==> config.mk <==
export PLATFORM = sky130hd
export DESIGN_NAME = bcd_stopwatch_lapfifo_flat
export DESIGN_NICKNAME = d
export VERILOG_FILES = /design/src/rtl/bcd_stopwatch_lapfifo_if.sv /design/src/rtl/bcd_stopwatch_lapfifo.sv /design/src/flat_wrapper.sv
export SDC_FILE = /design/constraint.sdc
export NUM_CORES = 1
export LEC_CHECK = 0
export BUFFER_PORTS_ARGS = -buffer_cell sky130_fd_sc_hd__buf_2
export CAP_MARGIN = 10
export CELL_PAD_IN_SITES_DETAIL_PLACEMENT = 0
export CELL_PAD_IN_SITES_GLOBAL_PLACEMENT = 2
export CORE_AREA = 2 2 216 154
export DETAILED_ROUTE_END_ITERATION = 8
export DIE_AREA = 0 0 218 156
export PLACE_DENSITY_LB_ADDON = 0.1
export SYNTH_ARGS = -nofsm -noshare
export SYNTH_HDL_FRONTEND = slang
export SYNTH_SLANG_ARGS = --single-unit
export TNS_END_PERCENT = 50
==> constraint.sdc <==
create_clock -name clk -period 5 [get_ports clk]
set_clock_uncertainty 0.15 [all_clocks]
set_input_delay 0.5 -clock clk [delete_from_list [all_inputs] [get_ports clk]]
set_output_delay 0.5 -clock clk [all_outputs]
set_load 0.05 [all_outputs]
==> src/rtl/bcd_stopwatch_lapfifo_if.sv <==
// Purpose : bundles the command, count and lap-FIFO signals of the BCD
//           stopwatch core into one interface.
// Modports: master - drives commands and pops laps, observes status
//           slave  - the stopwatch core itself
// Signals : start/stop/lap/clr/load/load_val/mode_down  commands
//           cnt/state/done                              counter status
//           lap_rd_en/lap_rd_data/lap_count/lap_empty/
//           lap_full/lap_ovf                            lap FIFO read side
interface bcd_stopwatch_lapfifo_if #(
   parameter int LAP_DEPTH = 8
);
   localparam int CNT_W = $clog2(LAP_DEPTH + 1);

   logic             start;
   logic             stop;
   logic             lap;
   logic             clr;
   logic             load;
   logic [23:0]      load_val;
   logic             mode_down;
   logic [23:0]      cnt;
   logic [1:0]       state;
   logic             done;
   logic             lap_rd_en;
   logic [23:0]      lap_rd_data;
   logic [CNT_W-1:0] lap_count;
   logic             lap_empty;
   logic             lap_full;
   logic             lap_ovf;

   modport master (
      output start, stop, lap, clr, load, load_val, mode_down, lap_rd_en,
      input  cnt, state, done, lap_rd_data, lap_count, lap_empty, lap_full, lap_ovf
   );

   modport slave (
      input  start, stop, lap, clr, load, load_val, mode_down, lap_rd_en,
      output cnt, state, done, lap_rd_data, lap_count, lap_empty, lap_full, lap_ovf
   );
endinterface

==> src/rtl/bcd_stopwatch_lapfifo.sv <==
// Purpose : hh:mm:ss BCD stopwatch / countdown timer with a tick prescaler
//           and a show-ahead lap FIFO.
// Ports   : clk   - system clock, rising edge
//           rst_n - asynchronous active-low reset
//           bus   - bcd_stopwatch_lapfifo_if.slave (commands, count, status,
//                   lap FIFO pop handshake). Every output is a flop.
// Params  : TICK_DIV  - clk cycles per one-second tick (>=1)
//           LAP_DEPTH - lap FIFO entries (power of two, >=2)
module bcd_stopwatch_lapfifo #(
   parameter int TICK_DIV  = 50000000,
   parameter int LAP_DEPTH = 8
) (
   input logic                     clk,
   input logic                     rst_n,
   bcd_stopwatch_lapfifo_if.slave  bus
);

   localparam int PRE_W = (TICK_DIV > 1) ? $clog2(TICK_DIV) : 1;
   localparam int PTR_W = $clog2(LAP_DEPTH);
   localparam int CNT_W = $clog2(LAP_DEPTH + 1);
   localparam logic [PRE_W-1:0] PRE_MAX = PRE_W'(TICK_DIV - 1);
   localparam logic [CNT_W-1:0] DEPTH_C = CNT_W'(LAP_DEPTH);

   typedef enum logic [1:0] {
      ST_IDLE = 2'b00,
      ST_RUN  = 2'b01,
      ST_STOP = 2'b10
   } state_e;

   state_e           state_q, state_d;
   logic [23:0]      cnt_q, cnt_d;
   logic [PRE_W-1:0] presc_q, presc_d;
   logic             done_q, done_d;
   logic [PTR_W-1:0] wr_ptr_q, wr_ptr_d;
   logic [PTR_W-1:0] rd_ptr_q, rd_ptr_d;
   logic [CNT_W-1:0] count_q, count_d;
   logic             empty_q, full_q;
   logic             ovf_q, ovf_d;
   logic [23:0]      head_q, head_d;
   logic [23:0]      mem_q [LAP_DEPTH];

   logic             tick;
   logic             load_ok;
   logic             push_req;
   logic             push_ok;
   logic             pop_ok;

   // BCD +1 second with carries; 23:59:59 wraps to 00:00:00.
   function automatic logic [23:0] bcd_inc(input logic [23:0] v);
      logic [3:0] h_t, h_o, m_t, m_o, s_t, s_o;
      {h_t, h_o, m_t, m_o, s_t, s_o} = v;
      if (s_o != 4'd9) s_o = s_o + 4'd1;
      else begin
         s_o = 4'd0;
         if (s_t != 4'd5) s_t = s_t + 4'd1;
         else begin
            s_t = 4'd0;
            if (m_o != 4'd9) m_o = m_o + 4'd1;
            else begin
               m_o = 4'd0;
               if (m_t != 4'd5) m_t = m_t + 4'd1;
               else begin
                  m_t = 4'd0;
                  if (h_t == 4'd2 && h_o == 4'd3) begin
                     h_t = 4'd0;
                     h_o = 4'd0;
                  end else if (h_o == 4'd9) begin
                     h_o = 4'd0;
                     h_t = h_t + 4'd1;
                  end else begin
                     h_o = h_o + 4'd1;
                  end
               end
            end
         end
      end
      return {h_t, h_o, m_t, m_o, s_t, s_o};
   endfunction

   // BCD -1 second with borrows. Never called with 00:00:00, so the hour
   // borrow always has something to take from.
   function automatic logic [23:0] bcd_dec(input logic [23:0] v);
      logic [3:0] h_t, h_o, m_t, m_o, s_t, s_o;
      {h_t, h_o, m_t, m_o, s_t, s_o} = v;
      if (s_o != 4'd0) s_o = s_o - 4'd1;
      else begin
         s_o = 4'd9;
         if (s_t != 4'd0) s_t = s_t - 4'd1;
         else begin
            s_t = 4'd5;
            if (m_o != 4'd0) m_o = m_o - 4'd1;
            else begin
               m_o = 4'd9;
               if (m_t != 4'd0) m_t = m_t - 4'd1;
               else begin
                  m_t = 4'd5;
                  if (h_o != 4'd0) h_o = h_o - 4'd1;
                  else begin
                     h_o = 4'd9;
                     h_t = h_t - 4'd1;
                  end
               end
            end
         end
      end
      return {h_t, h_o, m_t, m_o, s_t, s_o};
   endfunction

   // A load is only meaningful if every digit is in range and hours <= 23.
   assign load_ok = ((bus.load_val[23:20] <  4'd2 && bus.load_val[19:16] <= 4'd9) ||
                     (bus.load_val[23:20] == 4'd2 && bus.load_val[19:16] <= 4'd3)) &&
                    bus.load_val[15:12] <= 4'd5 && bus.load_val[11:8] <= 4'd9 &&
                    bus.load_val[7:4]   <= 4'd5 && bus.load_val[3:0]  <= 4'd9;

   assign tick = (state_q == ST_RUN) && (presc_q == PRE_MAX);

   // Next-state for the counter FSM and the lap FIFO bookkeeping.
   always_comb begin
      state_d  = state_q;
      cnt_d    = cnt_q;
      presc_d  = presc_q;
      done_d   = done_q;
      wr_ptr_d = wr_ptr_q;
      rd_ptr_d = rd_ptr_q;
      count_d  = count_q;
      ovf_d    = ovf_q;
      push_req = 1'b0;
      push_ok  = 1'b0;
      pop_ok   = 1'b0;

      if (bus.clr) begin
         state_d  = ST_IDLE;
         cnt_d    = '0;
         presc_d  = '0;
         done_d   = 1'b0;
         wr_ptr_d = '0;
         rd_ptr_d = '0;
         count_d  = '0;
         ovf_d    = 1'b0;
      end else begin
         // A rejected load falls through so stop/start still act that cycle.
         if (bus.load && state_q != ST_RUN && load_ok) begin
            cnt_d   = bus.load_val;
            presc_d = '0;
            done_d  = 1'b0;
         end else begin
            case (state_q)
               ST_IDLE: begin
                  presc_d = '0;
                  if (bus.start && !bus.stop) state_d = ST_RUN;
               end
               ST_RUN: begin
                  if (tick) begin
                     presc_d = '0;
                     if (!bus.mode_down) begin
                        cnt_d = bcd_inc(cnt_q);
                     end else if (cnt_q == 24'h0) begin
                        done_d  = 1'b1;
                        state_d = ST_STOP;
                     end else begin
                        cnt_d = bcd_dec(cnt_q);
                     end
                  end else begin
                     presc_d = presc_q + PRE_W'(1);
                  end
                  if (bus.stop) state_d = ST_STOP;
               end
               ST_STOP: begin
                  if (bus.start && !bus.stop) begin
                     state_d = ST_RUN;
                     done_d  = 1'b0;
                  end
               end
               default: state_d = ST_IDLE;
            endcase
         end

         // A full FIFO still accepts a push when the head is popped alongside.
         push_req = bus.lap && (state_q != ST_IDLE);
         pop_ok   = bus.lap_rd_en && (count_q != '0);
         push_ok  = push_req && ((count_q != DEPTH_C) || pop_ok);
         if (push_req && !push_ok) ovf_d = 1'b1;
         if (push_ok) wr_ptr_d = wr_ptr_q + PTR_W'(1);
         if (pop_ok)  rd_ptr_d = rd_ptr_q + PTR_W'(1);
         case ({push_ok, pop_ok})
            2'b10:   count_d = count_q + CNT_W'(1);
            2'b01:   count_d = count_q - CNT_W'(1);
            default: count_d = count_q;
         endcase
      end

      // Registered show-ahead head: bypass the incoming word when it becomes
      // the only entry, since the memory write lands on the same edge.
      if (count_d == '0)              head_d = '0;
      else if (push_ok && count_d == CNT_W'(1)) head_d = cnt_q;
      else                            head_d = mem_q[rd_ptr_d];
   end

   // Control and status flops.
   always_ff @(posedge clk or negedge rst_n) begin
      if (!rst_n) begin
         state_q  <= ST_IDLE;
         cnt_q    <= '0;
         presc_q  <= '0;
         done_q   <= 1'b0;
         wr_ptr_q <= '0;
         rd_ptr_q <= '0;
         count_q  <= '0;
         empty_q  <= 1'b1;
         full_q   <= 1'b0;
         ovf_q    <= 1'b0;
         head_q   <= '0;
      end else begin
         state_q  <= state_d;
         cnt_q    <= cnt_d;
         presc_q  <= presc_d;
         done_q   <= done_d;
         wr_ptr_q <= wr_ptr_d;
         rd_ptr_q <= rd_ptr_d;
         count_q  <= count_d;
         empty_q  <= (count_d == '0);
         full_q   <= (count_d == DEPTH_C);
         ovf_q    <= ovf_d;
         head_q   <= head_d;
      end
   end

   // Lap storage needs no reset: it is only read while count_q is nonzero.
   always_ff @(posedge clk) begin
      if (push_ok) mem_q[wr_ptr_q] <= cnt_q;
   end

   assign bus.cnt         = cnt_q;
   assign bus.state       = state_q;
   assign bus.done        = done_q;
   assign bus.lap_rd_data = head_q;
   assign bus.lap_count   = count_q;
   assign bus.lap_empty   = empty_q;
   assign bus.lap_full    = full_q;
   assign bus.lap_ovf     = ovf_q;

endmodule

==> src/flat_wrapper.sv <==
// flat-port wrapper written by rule: the top's interface ports become plain ports
module bcd_stopwatch_lapfifo_flat 
#(
   parameter int TICK_DIV  = 50000000,
   parameter int LAP_DEPTH = 8
)
  (clk, rst_n, bus_start, bus_stop, bus_lap, bus_clr, bus_load, bus_load_val, bus_mode_down, bus_lap_rd_en, bus_cnt, bus_state, bus_done, bus_lap_rd_data, bus_lap_count, bus_lap_empty, bus_lap_full, bus_lap_ovf);
  bcd_stopwatch_lapfifo_if #(.LAP_DEPTH(LAP_DEPTH)) bus_i ();
  input logic clk;
  input logic rst_n;
  input wire logic [$bits(bus_i.start)-1:0] bus_start;
  input wire logic [$bits(bus_i.stop)-1:0] bus_stop;
  input wire logic [$bits(bus_i.lap)-1:0] bus_lap;
  input wire logic [$bits(bus_i.clr)-1:0] bus_clr;
  input wire logic [$bits(bus_i.load)-1:0] bus_load;
  input wire logic [$bits(bus_i.load_val)-1:0] bus_load_val;
  input wire logic [$bits(bus_i.mode_down)-1:0] bus_mode_down;
  input wire logic [$bits(bus_i.lap_rd_en)-1:0] bus_lap_rd_en;
  output wire logic [$bits(bus_i.cnt)-1:0] bus_cnt;
  output wire logic [$bits(bus_i.state)-1:0] bus_state;
  output wire logic [$bits(bus_i.done)-1:0] bus_done;
  output wire logic [$bits(bus_i.lap_rd_data)-1:0] bus_lap_rd_data;
  output wire logic [$bits(bus_i.lap_count)-1:0] bus_lap_count;
  output wire logic [$bits(bus_i.lap_empty)-1:0] bus_lap_empty;
  output wire logic [$bits(bus_i.lap_full)-1:0] bus_lap_full;
  output wire logic [$bits(bus_i.lap_ovf)-1:0] bus_lap_ovf;
  assign bus_i.start = bus_start;
  assign bus_i.stop = bus_stop;
  assign bus_i.lap = bus_lap;
  assign bus_i.clr = bus_clr;
  assign bus_i.load = bus_load;
  assign bus_i.load_val = bus_load_val;
  assign bus_i.mode_down = bus_mode_down;
  assign bus_i.lap_rd_en = bus_lap_rd_en;
  assign bus_cnt = bus_i.cnt;
  assign bus_state = bus_i.state;
  assign bus_done = bus_i.done;
  assign bus_lap_rd_data = bus_i.lap_rd_data;
  assign bus_lap_count = bus_i.lap_count;
  assign bus_lap_empty = bus_i.lap_empty;
  assign bus_lap_full = bus_i.lap_full;
  assign bus_lap_ovf = bus_i.lap_ovf;
  bcd_stopwatch_lapfifo #(.TICK_DIV(TICK_DIV), .LAP_DEPTH(LAP_DEPTH)) u_core (.clk(clk), .rst_n(rst_n), .bus(bus_i));
endmodule
# After elaboration in Yosys (flattened, before gate mapping)
# Memories as Yosys holds them, arrays and structs flattened.
# Index checks and enable logic that the tools add are counted.
totals:
  regBits: 90
  latchBits: 0
  ramBits: 192
  romBits: 0
  input_bits: 33
  out_inout_bits: 58
  word_cells: 203
  mem_count: 1
op_classes:
  add_sub_neg: 17
  n_mul: 0
  n_div: 0
  n_lt_le_gt_ge: 7
  n_eq_ne: 36
  n_shift: 0
  muxes: 80
  bitwise: 0
  reduce_logical: 46
memory_table:
  columns: ["name", "depth", "word_bits", "rd", "rd_ports_with_merged_regs", "write_ports", "line_no", "rtl"]
  rows:
  - ["u_core.mem_q", 8, 24, 1, 0, 1, "bcd_stopwatch_lapfifo.sv:40", "logic [23:0] mem_q [LAP_DEPTH];"]
ops:
  columns: ["operator", "n"]
  rows:
  - ["$mux W24", 8]
  - ["$mux W4", 43]
  - ["$mux W26", 3]
  - ["$ne A4 B3 Y1 const B", 14]
  - ["$pmux W26 S2", 1]
  - ["$reduce_bool A4 Y1", 8]
  - ["$add A4 B1 Y4 const B", 7]
  - ["$ne A4 B4 Y1 const B", 7]
  - ["$sub A4 B1 Y4 const B", 7]
  - ["$add A26 B1 Y26 const B", 1]
  - ["$eq A26 B26 Y1 const B", 1]
  - ["$logic_not A24 Y1", 1]
  - ["$logic_and A1 B1 Y1", 16]
  - ["$reduce_and A5 Y1", 3]
  - ["$mux W2", 7]
  - ["$reduce_and A13 Y1", 1]
  - ["$eq A4 B2 Y1 const B", 3]
  - ["$le A4 B4 Y1 const B", 3]
  - ["$mux W3", 4]
  - ["$mux W1", 11]
  - ["$reduce_and A11 Y1", 1]
  - ["$reduce_and A9 Y1", 1]
  - ["$eq A4 B4 Y1 const B", 2]
  - ["$le A4 B3 Y1 const B", 2]
  - ["23 further kinds", 31]

# Logic depth before layout (Yosys ltp)
logic_depth:
  ltp_word: 12
  depth_mapped: 12

# Worst setup path after synthesis
# OpenSTA, ideal clock, no wires.
synth_path:
  kind: "reg-to-reg"
  start: "reg u_core.count_q[0], in the netlist u_core.bus.lap_count[0]"
  end: "mem u_core.mem_q[0][0], enable pin"
  setup_time_ns: 0.435
  t_arrival_ns: 3.306
  required_time_ns: 4.415
  path_slack_ns: 1.108
  stages_incl_launch_ff: 7
  path_buffers: 1
  period_less_slack_ns: 3.892
  path_cell_list: "dfrtp_1 -> buf_2 -> nor3_1 -> nand3_1 -> nand2_1 -> or3_1 -> nor3_1"
synth_via:
  elab_chain_len: 7
synth_rtl:
  columns: ["element", "line_no", "rtl"]
  rows:
  - ["start, declared", "bcd_stopwatch_lapfifo.sv:36", "logic [CNT_W-1:0] count_q, count_d;"]
  - ["start signal, assigned", "bcd_stopwatch_lapfifo.sv:220", "count_q <= count_d;"]
  - ["$reduce_bool A4 Y1", "bcd_stopwatch_lapfifo.sv:180", "pop_ok = bus.lap_rd_en && (count_q != '0);"]
  - ["$logic_and A1 B1 Y1", "bcd_stopwatch_lapfifo.sv:180", null]
  - ["$logic_or A1 B1 Y1 *", "bcd_stopwatch_lapfifo.sv:181", "push_ok = push_req && ((count_q != DEPTH_C) || pop_ok);"]
  - ["$logic_and A1 B1 Y1 *", "bcd_stopwatch_lapfifo.sv:181", null]
  - ["$mux W1 *", "bcd_stopwatch_lapfifo.sv:131", "if (bus.clr) begin"]
  - ["$mux W1 *", "bcd_stopwatch_lapfifo.sv:230", "if (push_ok) mem_q[wr_ptr_q] <= cnt_q;"]
  - ["$mux W1 (not written as such) *", "bcd_stopwatch_lapfifo.sv:230", null]
  - ["end, declared", "bcd_stopwatch_lapfifo.sv:40", null]
# Every way passes the cells marked *; elsewhere a longest branch is shown, timed or not.

# Final worst setup path
layout_path:
  start: "reg u_core.count_q[3], in the netlist u_core.bus.lap_count[3]"
  end: "reg u_core.head_q[10], in the netlist u_core.bus.lap_rd_data[10]"
layout_via:
  elab_chain_len: 11
layout_rtl:
  columns: ["element", "line_no", "rtl"]
  rows:
  - ["$reduce_bool A4 Y1", "bcd_stopwatch_lapfifo.sv:180", null]
  - ["$logic_and A1 B1 Y1", "bcd_stopwatch_lapfifo.sv:180", null]
  - ["$logic_or A1 B1 Y1", "bcd_stopwatch_lapfifo.sv:181", null]
  - ["$logic_and A1 B1 Y1", "bcd_stopwatch_lapfifo.sv:181", null]
  - ["$eq A2 B1 Y1 or $eq A2 B2 Y1 (tied branches)", "bcd_stopwatch_lapfifo.sv:185", "case ({push_ok, pop_ok})"]
  - ["$pmux W4 S2 *", "bcd_stopwatch_lapfifo.sv:185", null]
  - ["$mux W4 *", "bcd_stopwatch_lapfifo.sv:131", null]
  - ["net u_core.count_d[3]", "bcd_stopwatch_lapfifo.sv:36", null]
  - ["$eq A4 B1 Y1", "bcd_stopwatch_lapfifo.sv:195", "else if (push_ok && count_d == CNT_W'(1)) head_d = cnt_q;"]
  - ["$logic_and A1 B1 Y1", "bcd_stopwatch_lapfifo.sv:195", null]
  - ["$mux W24", "bcd_stopwatch_lapfifo.sv:195", null]
  - ["$mux W24 *", "bcd_stopwatch_lapfifo.sv:194", "if (count_d == '0) head_d = '0;"]
  - ["net u_core.head_d[10]", "bcd_stopwatch_lapfifo.sv:39", "logic [23:0] head_q, head_d;"]
  - ["end signal, assigned", "bcd_stopwatch_lapfifo.sv:212", "head_q <= '0;"]
  - ["end signal, assigned", "bcd_stopwatch_lapfifo.sv:224", "head_q <= head_d;"]
  - ["end, declared", "bcd_stopwatch_lapfifo.sv:39", null]
# The timed path passes the listed nets; every way through them passes the cells marked *.
# A chain may end at the register's enable or synchronous reset.

==> flow_summary_export.csv <==
group,metric,value,unit
sta,slew_headroom,41.73,%
sta,setup_viol,0,
power,internal-power,4.400,mW
yosys,yosysWarnings,0,
floorplan,design.core.area,31930,um2
status,status,"finished, final reports clean",
power,pwr-share-seq,43.3,%
drt,first_pass_iters,7,
setup_path,critPathCaptureType,"flop",
global_routing,antenna_found_initial,0,
floorplan,die_w,218,um
sta,rsz0062_at_grt,"false",
yosys,synthArstFlopShare,31.91,%
floorplan,rows,55,
setup_path,worst-r2r-setup-slack,1.26,ns
yosys,synth_seq_cells,282,
placement,place_hpwl,22200,um
setup_path,critPathTopFamily,"compound AO/OA/AOI/OAI gates",
yosys,synth_fp_nets,1148,
placement,gp_congestion,0.8224,
drt,drt_iter0_drc,583,
power,vdd_drop_max,0.2492,mV
setup_path,worst-setup-path-type,"reg2reg",
global_routing,grt_pass1_wl,54690,um
sta,max_clock_freq,0.2677,GHz
setup_path,worst-path-buf-inv,1,
global_routing,grt-ovfl-total,0,
yosys,synth_top_area_cell,"edfxtp_1",
drt,drt-wirelength-per-cell,22.03,um
cells_and_area,antenna_cells,0,
power,total_power,6.535,mW
setup_path,r2r-start,"u_core.bus.lap_count[3]",
min_path,hp-class,"in2reg",
clocking,worstSkewPairLatency,0.56,ns
setup_path,start_kind,"flop",
yosys,ys_seq_area_share,60.46,%
yosys,synth_common_cells,"edfxtp_1, mux2i_1, dfrtp_1",
run,drv_cap,0,
setup_path,critPathSlowestCell,"o41ai_4",
power,p_sw_share,32.67,%
floorplan,dieArea,34010,um2
clocking,post-cts-setup-buffer-count,0,
clocking,cts.sinks,282,
setup_path,cpPeakStageDelay,0.73,ns
min_path,min-delay-start,"bus_load_val[5]",
clocking,cts_max_level,1,
yosys,syn_avg_cell_area,12.18,um2
clocking,clockRootBuffer,"clkbuf_16",
yosys,synth_ff_type,"edfxtp_1",
yosys,yosys-top-cells-area,"edfxtp_1, dfrtp_1, mux2i_1, ha_1, o22ai_1",
global_routing,use_met3,3.372,%
drt,final_antenna_net_count,0,
yosys,synth-edff-count,192,
placement,place_area,14300,um2
setup_path,crit_required,5.31,ns
clocking,numCtsBuffers,28,
drt,drc,0,
sta,drv_slew,0,
placement,place_ws,1.281,ns
power,power.share.clock,33.4,%
global_routing,met2_usage,30.67,%
global_routing,grt_usage,21.22,%
global_routing,grt_pass1_vias,8623,
cells_and_area,fillCellCount,2910,
cells_and_area,multi_input_area,4972,um2
cells_and_area,seq_area,8019,um2
cells_and_area,drive_above_1_share,17.03,%
min_path,min_to,"u_core.bus.cnt[5]",
clocking,clkTransAtPathRegs,0.06,ns
setup_path,crit_chain,"o41ai_4, nor2_1, ha_1, a21oi_1, nand2_1, or3_1, a31oi_1, nor2_2, buf_4, nor3_1",
setup_path,r2r_end,"u_core.bus.lap_rd_data[10]",
sta,worst_pin_slew,0.8740,ns
cells_and_area,finalNetCount,1231,
cells_and_area,stdcell_area,15240,um2
drt,num_vias,9039,
setup_path,reg2regPathDepth,10,
min_path,holdPathStages,3,
drt,wl,35660,um
sta,fin_ws,1.265,ns
power,p_per_area,428.8,nW/um2
floorplan,initial_core_util,41.54,%
floorplan,io-pin-count,91,
cells_and_area,area_growth,14.91,%
yosys,synth.most_common_cell,"edfxtp_1",
sta,fin_crit_sh,74.70,%
setup_path,path_max_fanout,25,
setup_path,worstPathArrival,4.04,ns
power,leakagePower,5.978,nW
yosys,synth_cells,1089,
power,p_sw,2.135,mW
yosys,synth_top_area_share,43.47,%
floorplan,die_height,156,um
yosys,syn-cell-area,13260,um2
sta,hold_slack,0.07736,ns
global_routing,grt_start_max_net_pins,59,
power,combPwrFrac,23.3,%
global_routing,grt_most_used_layer,"met1",
yosys,synth.distinct_cells,78,
placement,io_buffers,90,
drt,via_per_inst,5.583,
sta,finalSetupTns,0,ns
clocking,clockBufferDepth,3,
sta,hold_viol_final,0,
sta,fin_crit,3.735,ns
clocking,cts_tree,"built",
global_routing,grt_use_met1,33.71,%
==> logic make-up (layout without fill, tap and decap cells) <==
group	Yosys count	count (layout)	share of synthesized area, %
compound gates	251	251	12.25
xor+xnor	12	12	0.7924
fa+ha+maj	26	26	2.509
buf+inv	89	192	2.736
flops	282	282	60.46
mux	117	117	8.991
simple gates	312	312	12.26
==> per-stage QoR <==
| step | utilization [%] | std cells |
|---|---|---|
| after floorplan | - | 1089 |
| after global placement | 44.77 | 1568 |
| after detailed placement | 44.77 | 1568 |
| after CTS | 47.73 | 1619 |
| after global routing | 47.73 | 1619 |
| final | 47.73 | 1619 |
==> state kept, by name, summed over array words and instances, names as in the netlist, 2 cells and up <==
name / flops
u_core.mem_q: 192
u_core.presc_q: 26
u_core.bus.cnt: 24
u_core.bus.lap_rd_data: 24
u_core.bus.lap_count: 4
u_core.rd_ptr_q: 3
u_core.wr_ptr_q: 3
u_core.bus.state: 2
==> layer usage <==
metal  vias up  routed length [um]
li1       4349                   -
met1      4458               18780
met2       200               14770
met3        32                1573
met4         0                 531
met5         -                   0
==> worst max path at each step <==
stage | startpoint | to | slack [ns] | cells past startpoint
floorplan | u_core.bus.lap_count[0] | u_core.mem_q[0][0] | 1.11 | 6
global placement | u_core.bus.lap_count[3] | u_core.bus.lap_rd_data[22] | 1.36 | 10
detailed placement | u_core.bus.lap_count[1] | u_core.bus.lap_rd_data[22] | 1.28 | 10
CTS | u_core.bus.lap_count[1] | u_core.bus.lap_rd_data[22] | 1.27 | 10
global route | u_core.bus.lap_count[3] | u_core.bus.lap_rd_data[22] | 0.99 | 10
finish | u_core.bus.lap_count[3] | u_core.bus.lap_rd_data[10] | 1.26 | 10
==> what timing repair did <==
item / in CTS / in global routing
gates resized for setup: 0 / 0
endpoints found under the hold margin: 56 / 0
hold buffers: 1 / 0
==> placed cells by master, fill, tap and decap left out, drive strengths merged, types with 8 or more instances in the layout <==
| cell type | n |
|---|---|
| edfxtp | 192 |
| buf | 120 |
| inv | 21 |
| nand3 | 34 |
| nand2 | 49 |
| nand4 | 13 |
| a31oi | 14 |
| mux2i | 109 |
| clkbuf | 39 |
| a21oi | 44 |
| o211ai | 8 |
| o21ai | 62 |
| nand3b | 11 |
| nor2 | 77 |
| or3 | 8 |
| a211oi | 24 |
| nor2b | 10 |
| nor3 | 58 |
| dfrtp | 89 |
| o22ai | 47 |
| o31ai | 9 |
| ha | 25 |
| and3 | 12 |
==> cell type report <==
type	instances	area share [%]
clock buffers	39	4.869
flip-flops and latches	282	52.62
repair buffers	121	4.598
inverters	21	0.5172
multi-input cells	718	32.63
clock inverters	11	1.264
well taps	427	3.506
==> power groups by stage <==
stage	sequential [mW]	clock, mW	combinational [mW]
2_1_floorplan	3.15	0	0.755
3_3_place_gp	2.88	0	1.53
3_5_place_dp	2.88	0	1.53
4_1_cts	2.84	2.23	1.53
5_1_grt	2.86	2.31	1.65
6_report	2.83	2.18	1.52
==> worst reg2reg max path: stages, from the launching register on <==
cell and delay (ns):
dfrtp_1 0.55, o41ai_4 0.73, nor2_1 0.21, ha_1 0.37, a21oi_1 0.24, nand2_1 0.14, or3_1 0.36, a31oi_1 0.28
nor2_2 0.07, buf_4 0.25, nor3_1 0.28
Note: power is estimated with default switching activity, not from simulation.
